===== config.mk =====
export PLATFORM = sky130hd
export DESIGN_NAME = sync_fifo_param
export DESIGN_NICKNAME = d
export VERILOG_FILES = /design/src/rtl/sfifo_pkg.sv /design/src/rtl/sync_fifo_ram.sv /design/src/rtl/sync_fifo_param.sv
export SDC_FILE = /design/constraint.sdc
export NUM_CORES = 1
export LEC_CHECK = 0
export CORE_MARGIN = 2
export CORE_UTILIZATION = 30
export DETAILED_ROUTE_END_ITERATION = 8
export DONT_BUFFER_PORTS = 1
export PLACE_DENSITY_LB_ADDON = 0.25
export SLEW_MARGIN = 20
export SYNTH_ARGS = -nofsm -noshare
export SYNTH_HDL_FRONTEND = slang
export SYNTH_HIERARCHICAL = 1
export SYNTH_SLANG_ARGS = --single-unit

===== constraint.sdc =====
create_clock -name clk -period 3 [get_ports clk]
set_input_delay 0.3 -clock clk [delete_from_list [all_inputs] [get_ports clk]]
set_output_delay 0.3 -clock clk [all_outputs]
set_load 0.005 [all_outputs]

===== src/rtl/sfifo_pkg.sv =====
// Shared constants and types for the single-clock parametrised FIFO.
package sfifo_pkg;

  localparam int SFIFO_DATA_W = 8;
  localparam int SFIFO_DEPTH  = 16;

  // Occupancy/threshold width: must represent 0..depth inclusive.
  function automatic int cnt_w_f(input int depth);
    return $clog2(depth) + 32'sd1;
  endfunction

  // Count/threshold type at the default depth, for benches and wrappers.
  typedef logic [cnt_w_f(SFIFO_DEPTH)-1:0] sfifo_cnt_t;

endpackage


===== src/rtl/sync_fifo_ram.sv =====
// Storage array for sync_fifo_param: synchronous write port, read port that is
// registered by default or combinational when SYNC_FIFO_FWFT_EN is defined.
module sync_fifo_ram #(
  parameter  int DATA_W = 8,
  parameter  int DEPTH  = 16,
  localparam int ADDR_W = $clog2(DEPTH)
) (
  input  logic              clk,
  input  logic              clear_n,
  input  logic              we,
  input  logic [ADDR_W-1:0] waddr,
  input  logic [DATA_W-1:0] wdata,
  input  logic              re,
  input  logic [ADDR_W-1:0] raddr,
  output logic [DATA_W-1:0] rdata
);

  logic [DATA_W-1:0] mem_r [DEPTH];

  // Write port; contents are intentionally never cleared.
  always_ff @(posedge clk) begin
    if (we) begin
      mem_r[waddr] <= wdata;
    end
  end

`ifdef SYNC_FIFO_FWFT_EN
  // Head word falls through; the read strobe and reset are not needed here.
  assign rdata = mem_r[raddr];

  logic unused_s;
  assign unused_s = &{1'b0, re, clear_n};
`else
  logic [DATA_W-1:0] rdata_r;

  // Registered read: output updates only on an accepted read, else holds.
  always_ff @(posedge clk) begin
    if (!clear_n) begin
      rdata_r <= '0;
    end else if (re) begin
      rdata_r <= mem_r[raddr];
    end
  end

  assign rdata = rdata_r;
`endif

endmodule


===== src/rtl/sync_fifo_param.sv =====
// Single-clock parametrised FIFO with programmable almost thresholds,
// occupancy count and sticky overflow/underflow flags.
// Optional macro SYNC_FIFO_FWFT_EN selects first-word-fall-through reads.
module sync_fifo_param
  import sfifo_pkg::*;
#(
  parameter  int DATA_W = SFIFO_DATA_W,
  parameter  int DEPTH  = SFIFO_DEPTH,
  localparam int CNT_W  = cnt_w_f(DEPTH)
) (
  input  logic              clk,
  input  logic              clear_n,
  input  logic [DATA_W-1:0] din,
  input  logic              wr_en,
  input  logic              rd_en,
  input  logic [CNT_W-1:0]  af_thresh,
  input  logic [CNT_W-1:0]  ae_thresh,
  output logic [DATA_W-1:0] dout,
  output logic              full,
  output logic              almost_full,
  output logic              wr_ack,
  output logic              wr_err,
  output logic              empty,
  output logic              almost_empty,
  output logic              rd_ack,
  output logic              rd_err,
  output logic [CNT_W-1:0]  data_count,
  output logic              ovf_sticky,
  output logic              udf_sticky
);

  localparam int ADDR_W = $clog2(DEPTH);
  localparam logic [CNT_W-1:0]  DEPTH_C  = CNT_W'(DEPTH);
  localparam logic [CNT_W-1:0]  CNT_ONE  = CNT_W'(1);
  localparam logic [ADDR_W-1:0] ADDR_ONE = ADDR_W'(1);

  logic [ADDR_W-1:0] wr_ptr_r, rd_ptr_r;
  logic [CNT_W-1:0]  cnt_r, cnt_next_s;
  logic full_r, empty_r, af_r, ae_r;
  logic wr_ack_r, wr_err_r, rd_ack_r, rd_err_r, ovf_r, udf_r;
  logic wr_acc_s, wr_rej_s, rd_acc_s, rd_rej_s;

  // Request qualification against registered flags and next-count selection.
  always_comb begin
    wr_acc_s = wr_en && !full_r;
    wr_rej_s = wr_en && full_r;
    rd_acc_s = rd_en && !empty_r;
    rd_rej_s = rd_en && empty_r;
    case ({wr_acc_s, rd_acc_s})
      2'b10:   cnt_next_s = cnt_r + CNT_ONE;
      2'b01:   cnt_next_s = cnt_r - CNT_ONE;
      default: cnt_next_s = cnt_r;
    endcase
  end

  // Pointer advance on accepted transfers; power-of-two depth wraps naturally.
  always_ff @(posedge clk) begin
    if (!clear_n) begin
      wr_ptr_r <= '0;
      rd_ptr_r <= '0;
    end else begin
      if (wr_acc_s) begin
        wr_ptr_r <= wr_ptr_r + ADDR_ONE;
      end
      if (rd_acc_s) begin
        rd_ptr_r <= rd_ptr_r + ADDR_ONE;
      end
    end
  end

  // Count and flags share one edge; flags re-evaluate thresholds every cycle.
  always_ff @(posedge clk) begin
    if (!clear_n) begin
      cnt_r   <= '0;
      full_r  <= 1'b0;
      empty_r <= 1'b1;
      af_r    <= 1'b0;
      ae_r    <= 1'b1;
    end else begin
      cnt_r   <= cnt_next_s;
      full_r  <= (cnt_next_s == DEPTH_C);
      empty_r <= (cnt_next_s == '0);
      af_r    <= (cnt_next_s >= af_thresh);
      ae_r    <= (cnt_next_s <= ae_thresh);
    end
  end

  // Per-request handshake pulses and sticky error capture.
  always_ff @(posedge clk) begin
    if (!clear_n) begin
      wr_ack_r <= 1'b0;
      wr_err_r <= 1'b0;
      rd_ack_r <= 1'b0;
      rd_err_r <= 1'b0;
      ovf_r    <= 1'b0;
      udf_r    <= 1'b0;
    end else begin
      wr_ack_r <= wr_acc_s;
      wr_err_r <= wr_rej_s;
      rd_ack_r <= rd_acc_s;
      rd_err_r <= rd_rej_s;
      if (wr_rej_s) begin
        ovf_r <= 1'b1;
      end
      if (rd_rej_s) begin
        udf_r <= 1'b1;
      end
    end
  end

  sync_fifo_ram #(
    .DATA_W (DATA_W),
    .DEPTH  (DEPTH)
  ) u_ram (
    .clk     (clk),
    .clear_n (clear_n),
    .we      (wr_acc_s),
    .waddr   (wr_ptr_r),
    .wdata   (din),
    .re      (rd_acc_s),
    .raddr   (rd_ptr_r),
    .rdata   (dout)
  );

  assign full         = full_r;
  assign empty        = empty_r;
  assign almost_full  = af_r;
  assign almost_empty = ae_r;
  assign wr_ack       = wr_ack_r;
  assign wr_err       = wr_err_r;
  assign rd_ack       = rd_ack_r;
  assign rd_err       = rd_err_r;
  assign data_count   = cnt_r;
  assign ovf_sticky   = ovf_r;
  assign udf_sticky   = udf_r;

endmodule

---- After elaboration in Yosys (flattened, before gate mapping) ----
Memory sizes are Yosys's and may differ from the RTL's. A register that Yosys moved wholly into a read port is not among the register bits.
Index checks and enable logic that the tools add are counted.
storage, ports and cells
  bits in writable memories ............... 128
  memories ................................ 1
  register bits ........................... 23
operators by class
  muxes and demuxes ....................... 3
  equality and inequality tests ........... 3
  order comparisons ....................... 2
  add/subtract/negate cells ............... 4
  reductions and logical operators ........ 8
memory list
  memory       words  bits a word  read ports  clocked after Yosys merged registers in  write ports  RTL line             source
  u_ram.mem_r  16     8            1           1                                        1            sync_fifo_ram.sv:18  logic [DATA_W-1:0] mem_r [DEPTH];
operators with widths
  operator             number
  $pmux 5 s2           1
  $add 4x1->4 const B  2
  $add 5x1->5 const B  1
  $eq 5x5->1 const B   1
  $ge 5x5->1           1
  $le 5x5->1           1
  $logic_not 5->1      1
  $sub 5x1->5 const B  1
  $logic_and 1x1->1    4
  $logic_not 1->1      3
  $eq 2x1->1 const B   1
  $eq 2x2->1 const B   1
  $mux 1               2

---- Longest topological paths before layout ----
Gate-level depths: netlist of run 1.
  word-level depth ........................ 5
  depth in mapped cells ................... 17
  gate-level depth less buffers ........... 16

---- Hierarchy ----
The synthesis of run 1 kept the hierarchy.
modules (own cells, without submodules)
  module           times used  cells an instance  area an instance (um2)
  sync_fifo_ram    1           318                5351.4
  sync_fifo_param  1           135                1247.4

---- Worst setup path before layout of run 1 ----
OpenSTA, ideal clock, no wires.
  kind .................................... reg2reg
  from .................................... reg full_r (netlist: full)
  to ...................................... reg ae_r (netlist: almost_empty)
  setup slack ............................. 160 ps
  cell stages (with the launch flop) ...... 17
  setup time .............................. 79 ps
  arrival ................................. 2762 ps
  clock period less this slack ............ 2840 ps
  buffers on the path ..................... 1
  cells stage by stage .................... dfxtp_1 -> nand2b_4 -> buf_12 -> inv_6 -> nor2_1 -> xor2_1 -> ha_1 -> a21oi_1 -> nand3_1 -> nor4_1 -> nor3_1 -> xnor2_1 -> ha_1 -> nand3_1 -> nor3_1 -> a211o_1 -> o221ai_2
between the ends
  cells in the longest elaborated chain, start to end .. 5
  elaborated cells on any way between the ends .. 6
  classes of those cells .................. order compare (1); eq/ne (2); mux (1); reduce/logical (2)
ends and longest elaborated chain
  element                                   RTL line               source
  start, declared                           sync_fifo_param.sv:39  logic full_r, empty_r, af_r, ae_r;
  start signal, assigned                    sync_fifo_param.sv:81  full_r <= (cnt_next_s == DEPTH_C);
  $logic_not 1->1 (*)                       sync_fifo_param.sv:45  wr_acc_s = wr_en && !full_r;
  $logic_and 1x1->1 (*)                     sync_fifo_param.sv:45
  named net wr_acc_s                        sync_fifo_param.sv:41  logic wr_acc_s, wr_rej_s, rd_acc_s, rd_rej_s;
  $eq 2x1->1 or $eq 2x2->1 (tied branches)  sync_fifo_param.sv:49  case ({wr_acc_s, rd_acc_s})
  $pmux 5 s2 (*)                            sync_fifo_param.sv:49
  named net cnt_next_s[4]                   sync_fifo_param.sv:38  logic [CNT_W-1:0] cnt_r, cnt_next_s;
  $le 5x5->1 (*)                            sync_fifo_param.sv:84  ae_r <= (cnt_next_s <= ae_thresh);
  end signal, assigned                      sync_fifo_param.sv:84
  end, declared                             sync_fifo_param.sv:39
The timed path passes the listed nets; every way through them passes the cells marked *.
A chain may end at the register's enable or synchronous reset.

---- Worst setup path in the final report of run 1 ----
Same ends and word-level chain as after synthesis.

==> flow_summary.ini, run 1 <==
[run_status]
status = completed

[clocking]
cts_sinks = 159
cts_buffers = 17
cts_root_buf = clkbuf_16
clk_latency_ns = 0.42
clock_path_buffers = 2
cts_tree = yes
h-tree-depth = 4
clk_pin_slew_ns = 0.06

[placed_design]
portBuffers = 0
place_congestion = 0.7264
place_inst = 731
dp_hpwl_um = 8821

[timing]
period_needed_ns = 2.850
max_slew_margin_pct = 39.78
finalClockSkew_ns = 0.009329
max_freq_mhz = 350.8
drv_slew = 0
timing_hold_violations_final = 0
worst_slew_pin_slew_ns = 0.9023
setup_violations = 0
tns_ns = 0
layout_worst_path_cycle_share_pct = 95.01
holdWs_ns = 0.03523

[yosys]
syn-mean-instance-area_um2 = 14.57
synth_warnings = 6
yosys.area.top_type_share_pct = 58.25
yosysSeqAreaShare_pct = 67.65
synthFlopType = edfxtp_1
synth_area_leaders = edfxtp_1 58%, mux2i_1 9.7%, dfxtp_1 9.4%
synth_common_cells = 128 x edfxtp_1, 64 x mux2i_1, 31 x dfxtp_1
synth_fp_nets = 487
async_flop_share_pct = 0
synth-edff-count = 128
synthCells = 453
synth_most_common_cell = edfxtp_1
syn_area_um2 = 6599
synth-seq-cells = 159
yosysTopAreaCell = edfxtp_1
synthDistinctLibCells = 53

[grt]
antenna_found_initial = 0
grt_max_degree = 31
grt_busiest_layer = met2
met1_usage_pct = 15.32
use_met3_pct = 3.925
grt-ovfl-total = 0
grt_usage_pct = 12.04
grtUsageMet2_pct = 19.22
grt_pass1_wl_um = 21100
first_global_vias = 3771

[route]
wl_per_cell_um = 17.47
vias = 3648
dr.first_iter.drc_count = 195
wirelength_um = 13510
drc_errors = 0
vias_per_cell = 4.719
first_pass_iters = 4
ant_nets = 0

[die]
initial_core_util_pct = 30.43
rows = 54
core-area_um2 = 21690
die_area_um2 = 23200
dieHeight_um = 152.3
die_w_um = 152.3
ios = 45

[cells_and_area]
syn_to_final_growth_pct = 15.05
register_area_um2 = 4471
layout.nets = 514
antennaDiodeCount = 0
multi_input_area_um2 = 1938
final_cell_count_no_fill = 773
final_core_util_pct = 35.01
n_fill_cell = 2109
drive_gt1_share_pct = 14.81

[worst_setup_path]
arrival_ns = 3.20
required_ns = 3.35
path_class = flop to flop
critPathMaxFanout = 3
cp-end-kind = flop
startpoint_type = flop

[pwr]
ir_worst_vdd_uv = 378.4
p_leak_nw = 2.499
pwr-share-seq_pct = 49.5
p_sw_share_pct = 26.68
power_mw = 5.255
power_frac_comb_pct = 13.0
power.internal_mw = 3.853
p_per_area_nw_per_um2 = 692.2
power_frac_clock_pct = 37.5
netSwitchingPower_mw = 1.402

[min_path]
holdCritPathClass = primary input to flop

[flow_run]
cap_violations = 0
## layer usage
layer | vias to the layer above | wire length (um)
met5 | - | 0
met4 | 0 | 140
met3 | 10 | 846
met2 | 87 | 6559
met1 | 1786 | 5961
li1 | 1765 | -
## power groups by stage
| stage | registers, mW | logic [mW] | clock network (mW) |
|---|---|---|---|
| CTS | 2.60 | 0.654 | 2.02 |
| global route | 2.62 | 0.766 | 2.12 |
| finish | 2.60 | 0.682 | 1.97 |
| floorplan | 2.60 | 0.470 | 0 |
| global placement | 2.64 | 0.606 | 0 |
| detailed placement | 2.65 | 0.618 | 0 |
## state kept, by name, summed over array words and instances, names as in the netlist
name	cells
u_ram/mem_r	128
u_ram/rdata	8
data_count	5
rd_ptr_r	4
wr_ptr_r	4
almost_empty	1
almost_full	1
empty	1
full	1
ovf_sticky	1
rd_ack	1
rd_err	1
udf_sticky	1
wr_ack	1
wr_err	1
## logic make-up after synthesis
family | Yosys count | synth area share, %
compound gates | 53 | 5.783
buf+inv | 32 | 3.565
flops | 159 | 67.65
xor+xnor | 12 | 1.707
fa+ha+maj | 12 | 2.275
simple gates | 120 | 9.139
mux | 65 | 9.879
## area by class of cell
cell class / instances / area share, %
well taps: 280 / 4.614
repair buffers: 28 / 3.230
inverters: 12 / 0.6592
flip-flops and latches: 159 / 58.88
multi-input cells: 262 / 25.53
clock buffers: 19 / 5.702
clock inverters: 13 / 1.384
## cells in the final DEF (no fill, tap or decap), types with 2 or more instances in the layout
| cell | n |
|---|---|
| nor3_1 | 7 |
| a21oi_2 | 2 |
| nand2b_1 | 3 |
| clkbuf_16 | 17 |
| clkbuf_1 | 2 |
| nand2b_4 | 2 |
| nand4_1 | 3 |
| edfxtp_1 | 128 |
| ha_1 | 11 |
| xor2_1 | 6 |
| dfxtp_2 | 2 |
| a21oi_1 | 13 |
| nor3b_1 | 2 |
| buf_4 | 18 |
| nor2b_1 | 3 |
| nor2_2 | 2 |
| mux2i_1 | 64 |
| and2_1 | 4 |
| clkinv_2 | 3 |
| clkinv_4 | 2 |
| inv_8 | 2 |
| nor2_1 | 27 |
| xnor2_1 | 5 |
| dfxtp_1 | 28 |
| nand2_1 | 26 |
| dlygate4sd3_1 | 9 |
| a22oi_1 | 25 |
| a21o_1 | 2 |
| inv_1 | 10 |
| nand3_2 | 2 |
| clkinvlp_4 | 2 |
| inv_6 | 5 |
| nand3b_1 | 3 |
| nand3_1 | 27 |
## per-stage QoR
stage / setup WS (ns) / cell area [um^2]
final: 0.1497 / 7592
after floorplan: 0.1598 / 6599
after global routing: -0.02531 / 7592
after detailed placement: 0.05991 / 6915
after global placement: 0.1580 / 6915
after CTS: 0.02742 / 7543
## worst max-delay path, cell delays in order (launching register included)
cell,delay [ns]
dfxtp_2,0.35
nand2b_4,0.15
inv_6,0.03
nor2_4,0.12
xor2_1,0.19
ha_1,0.19
a21oi_2,0.05
buf_4,0.15
a21o_2,0.18
a21oi_1,0.16
xor2_1,0.21
ha_1,0.31
a21oi_2,0.18
nor3b_1,0.08
a211o_1,0.27
o221ai_2,0.14
## what timing repair did
action / in CTS / in global routing
hold buffers: 9 / 0
setup buffers: 0 / 1
hold endpoints to repair: 134 / 0
endpoints found under the setup margin: 0 / 2
gates resized for setup: 0 / 11
## final timing paths
| path | cells after the start | slack [ns] | end | start |
|---|---|---|---|---|
| worst max-delay path | 15 | 0.15 | almost_empty | full |
| worst min register to register | 2 | 0.48 | u_ram/rdata[5] | u_ram/rdata[5] |
| worst max register to register | 15 | 0.15 | almost_empty | full |
| worst min-delay path | 2 | 0.04 | rd_ack | rd_en |
No activity file was read; power rests on OpenSTA's default activity.
==> inputs of run 2 (changes only) <==
- RECOVER_POWER: not set -> 50
==> run 2 against run 1 <==
  * Critical path depth unchanged
  * Largest power group unchanged
  * First-iteration DRC count grew 0.51%
  * Non-clock buffer count is the same
  * Clock power hardly changed
  * Setup slack barely moved
  * Highest routed layer unchanged
  * Global-route usage stayed put
  * Cell count unchanged
  * Register-to-register slack about the same
  * Clock skew barely moved
  * Via count grew 0.16%
  * Largest cell class unchanged
  * Sequential power barely moved
  * Count of clock-buffer cells in the layout stayed put
==> flow_summary.ini, run 2 (synthesis gave the netlist of run 1 again) <==
[worst_setup_path]
cp-end-kind = flop
critPathMaxFanout = 3
path_class = flop to flop
startpoint_type = flop
required_ns = 3.35
r2r_slack_ns = 0.15
arrival_ns = 3.20

[grt]
first_global_vias = 3771
grt_usage_pct = 12.04
grt_pass1_wl_um = 21100
antenna_found_initial = 0
grt-ovfl-total = 0
grt_max_degree = 31

[route]
dr.first_iter.drc_count = 196
first_pass_iters = 4
wirelength_um = 13530
wl_per_cell_um = 17.50
vias = 3654
vias_per_cell = 4.727
drc_errors = 0
ant_nets = 0

[clocking]
clk_latency_ns = 0.42
cts_buffers = 17
cts_tree = yes
clk_pin_slew_ns = 0.06
h-tree-depth = 4
cts_root_buf = clkbuf_16
cts_sinks = 159
clock_path_buffers = 2

[die]
rows = 54
ios = 45
die_area_um2 = 23200
core-area_um2 = 21690
dieHeight_um = 152.3
die_w_um = 152.3
initial_core_util_pct = 30.43

[timing]
drv_slew = 0
max_slew_margin_pct = 39.80
layout_worst_path_cycle_share_pct = 95.02
timing_hold_violations_final = 0
setup_violations = 0
tns_ns = 0
finalClockSkew_ns = 0.009327
worst_slew_pin_slew_ns = 0.9020
max_freq_mhz = 350.8
period_needed_ns = 2.851

[cells_and_area]
antennaDiodeCount = 0
layout_common_cells = 128 x edfxtp_1, 64 x mux2i_1, 29 x dfxtp_1, 27 x nor2_1, 27 x nand3_1
largest_reg_flops = 128
layout_commonest_cell = edfxtp_1
top_register = u_ram/mem_r
final_cell_count_no_fill = 773
n_fill_cell = 2109
syn_to_final_growth_pct = 14.98
drive_gt1_share_pct = 14.40
layout.nets = 514

[min_path]
holdCritPathClass = primary input to flop

[placed_design]
dp_hpwl_um = 8821
place_inst = 731
place_congestion = 0.7264
portBuffers = 0

[run_status]
status = completed

[flow_run]
cap_violations = 0

[pwr]
ir_worst_vdd_uv = 378.3
p_leak_nw = 2.496
p_per_area_nw_per_um2 = 692.2
## run 2: changes by cell type in the layout (fill, tap and decap cells not counted), sizes merged
cell	change
buf	-1
clkbuf	+1
## run 2: final cells by class
cell class              instances  area (um^2)  area share (%)
clock buffers                  19        432.9           5.706
clock inverters                13        105.1           1.385
inverters                      12        50.05          0.6596
multi-input cells             262         1938           25.54
flip-flops and latches        159         4469           58.91
well taps                     280        350.3           4.617
repair buffers                 28        241.5           3.183
## run 2: final timing paths
check,from,to,depth (start not counted)
max,full,almost_empty,15
min,rd_en,rd_ack,2
max reg2reg,full,almost_empty,15
min reg2reg,u_ram/rdata[5],u_ram/rdata[5],2
## run 2: per-layer routing
layer  vias to the layer above  track usage [%]  share of wire (%)
met5                         -                0                  0
met4                         0            4.495                1.0
met3                        10            3.925                6.3
met2                        91            19.22                 48
met1                      1788            15.32                 44
li1                       1765                -                  -
## run 2: stage by stage
stage	cell area, um^2	power [mW]	util [%]	worst slack, ns	hold WS (ns)
floorplan	6599	3.071	-	0.1598	0.3989
global placement	6915	3.250	31.89	0.1580	0.3685
detailed placement	6915	3.265	31.89	0.05991	0.3738
CTS	7543	5.270	34.78	0.02742	0.02354
global route	7587	5.499	34.98	-0.02469	0.02423
finish	7587	5.252	34.98	0.1495	0.03536
## run 2: worst max-delay path, cell delays in order, from the launching register on
cell	delay (ns)
dfxtp_2	0.35
nand2b_4	0.15
inv_6	0.03
nor2_4	0.12
xor2_1	0.19
ha_1	0.19
a21oi_2	0.05
buf_4	0.15
a21o_2	0.18
a21oi_1	0.16
xor2_1	0.21
ha_1	0.31
a21oi_2	0.18
nor3b_1	0.08
a211o_1	0.27
o221ai_2	0.14
## run 2: where the power goes
part	internal, mW	switching (mW)
logic	0.289	0.392
registers	2.49	0.115
clock network	1.08	0.894
total	3.85	1.40
## run 2: timing repair
| item | in CTS | in global routing |
|---|---|---|
| endpoints found under the setup margin | 0 | 2 |
| setup buffers | 0 | 1 |
| hold endpoints to repair | 134 | 0 |
| gates resized for setup | 0 | 11 |
| hold buffers | 9 | 0 |
==> inputs of run 3 (changes only) <==
- PLACE_DENSITY_LB_ADDON: 0.25 -> 0.12
==> run 3 against run 2 <==
  * Cell area increased by 1.9%
  * Clock skew decreased by 0.0027 ns
  * Count of clock-buffer cells in the layout decreased by 1
  * Largest cell class unchanged
  * Cell count increased by 0.91%
  * Combinational power increased by 3.7%
  * Critical path depth decreased by 1
==> flow_summary.ini, run 3 (synthesis gave the netlist of run 1 again) <==
[pwr]
netSwitchingPower_mw = 1.466
p_leak_nw = 2.570
ir_worst_vdd_uv = 320.3
p_per_area_nw_per_um2 = 722.2
p_sw_share_pct = 26.26
power_mw = 5.582
pwr-share-seq_pct = 46.5
power_frac_clock_pct = 40.8
power_frac_comb_pct = 12.7
power.internal_mw = 4.116

[min_path]
holdCritPathClass = primary input to flop
worstHoldPathCells = 2

[placed_design]
dp_hpwl_um = 9552
place_congestion = 0.7521
dpl-instance-area_um2 = 6975
pre_cts_ws_ns = 0.1300
portBuffers = 0

[worst_setup_path]
critPathMaxFanout = 4
worstPathBufferInverterCount = 0
crit_family = simple AND/OR/NAND/NOR gates
path_class = flop to flop
crit_path_max_incr_delay_ns = 0.34
cp-end-kind = flop
slowest_stage = dfxtp_2
ff2ff_path_depth = 14
crit_chain = nand2b_2, nor2_4, xor2_1, ha_1, a21oi_2, nand3_1, nor4_2, nor3_1, xnor2_1, ha_1, nand3_1, nor3_1, a211o_1, o221ai_2
startpoint_type = flop
arrival_ns = 3.11
crit_cells = 14
required_ns = 3.35

[clocking]
cts_setup_buffers = 0
clk_pin_slew_ns = 0.07
clk_latency_ns = 0.42
cts_sinks = 159
cts_tree = yes
clock_path_buffers = 2
cts_buffers = 17
h-tree-depth = 4
cts_root_buf = clkbuf_16

[cells_and_area]
layout.nets = 521
layout_commonest_cell = edfxtp_1
finalInstanceArea_um2 = 7730
layout_common_cells = 128 x edfxtp_1, 64 x mux2i_1, 29 x nand3_1, 28 x dfxtp_1
n_fill_cell = 2064
top_register = u_ram/mem_r
antennaDiodeCount = 0
syn_to_final_growth_pct = 17.14
drive_gt1_share_pct = 16.20
largest_reg_flops = 128

[grt]
antenna_found_initial = 0
grt-ovfl-total = 0
grt_usage_pct = 13.47
first_global_vias = 3724
grt_pass1_wl_um = 23270
grt_max_degree = 35

[route]
wl_per_cell_um = 19.77
vias_per_cell = 4.721
first_pass_iters = 4
vias = 3682
ant_nets = 0
wirelength_um = 15420
drc_errors = 0
dr.first_iter.drc_count = 241

[timing]
drv_slew = 0
timing_hold_violations_final = 0
worst_slew_pin_slew_ns = 0.9157
tns_ns = 0
period_needed_ns = 2.765
max_slew_margin_pct = 38.89
max_freq_mhz = 361.6
rsz0062_at_grt = false
setup_violations = 0
layout_worst_path_cycle_share_pct = 92.17
final.setup.worst_slack_ns = 0.2348
finalClockSkew_ns = 0.006631

[die]
rows = 54
initial_core_util_pct = 30.43
core-area_um2 = 21690
die_area_um2 = 23200
ios = 45
dieHeight_um = 152.3
die_w_um = 152.3

[run_status]
status = completed

[flow_run]
cap_violations = 0
run 3: worst paths after layout:
kind	startpoint	slack (ns)	to
worst max-delay path	empty	0.23	almost_empty
worst min-delay path	rd_en	0.03	udf_sticky
worst max register to register	empty	0.23	almost_empty
worst min register to register	u_ram/rdata[7]	0.48	u_ram/rdata[7]
run 3: power groups by stage:
stage / registers, mW / logic [mW] / clock network (mW)
final: 2.60 / 0.706 / 2.28
after global routing: 2.61 / 0.796 / 2.43
after CTS: 2.59 / 0.695 / 2.33
after detailed placement: 2.64 / 0.654 / 0
after global placement: 2.64 / 0.647 / 0
after floorplan: 2.60 / 0.470 / 0
run 3: timing repair:
action	in CTS	in global routing
gates resized for setup	0	11
endpoints found under the hold margin	134	0
hold buffers	9	0
setup endpoints to repair	0	2
run 3: cell type report:
type	count	area [um^2]	area share, %
flip-flops and latches	159	4471	57.83
inverters	12	50.05	0.6475
multi-input cells	262	1942	25.12
clock inverters	14	190.2	2.460
well taps	280	350.3	4.532
clock buffers	18	429.2	5.552
repair buffers	35	297.8	3.852
run 3: metal layers:
metal	vias to the layer above	share of wire, %	track usage [%]
li1	1778	-	-
met5	-	0	0
met1	1813	44	16.98
met2	82	49	22.27
met4	0	0.84	4.005
met3	9	5.6	4.266
run 3: stage by stage:
stage	instances	hold WS, ns	utilization, %
2_1_floorplan	453	0.3989	-
3_5_place_dp	739	0.3740	32.16
6_report	780	0.02631	35.64
4_1_cts	780	0.008254	35.43
3_3_place_gp	739	0.3734	32.16
5_1_grt	780	0.01258	35.64
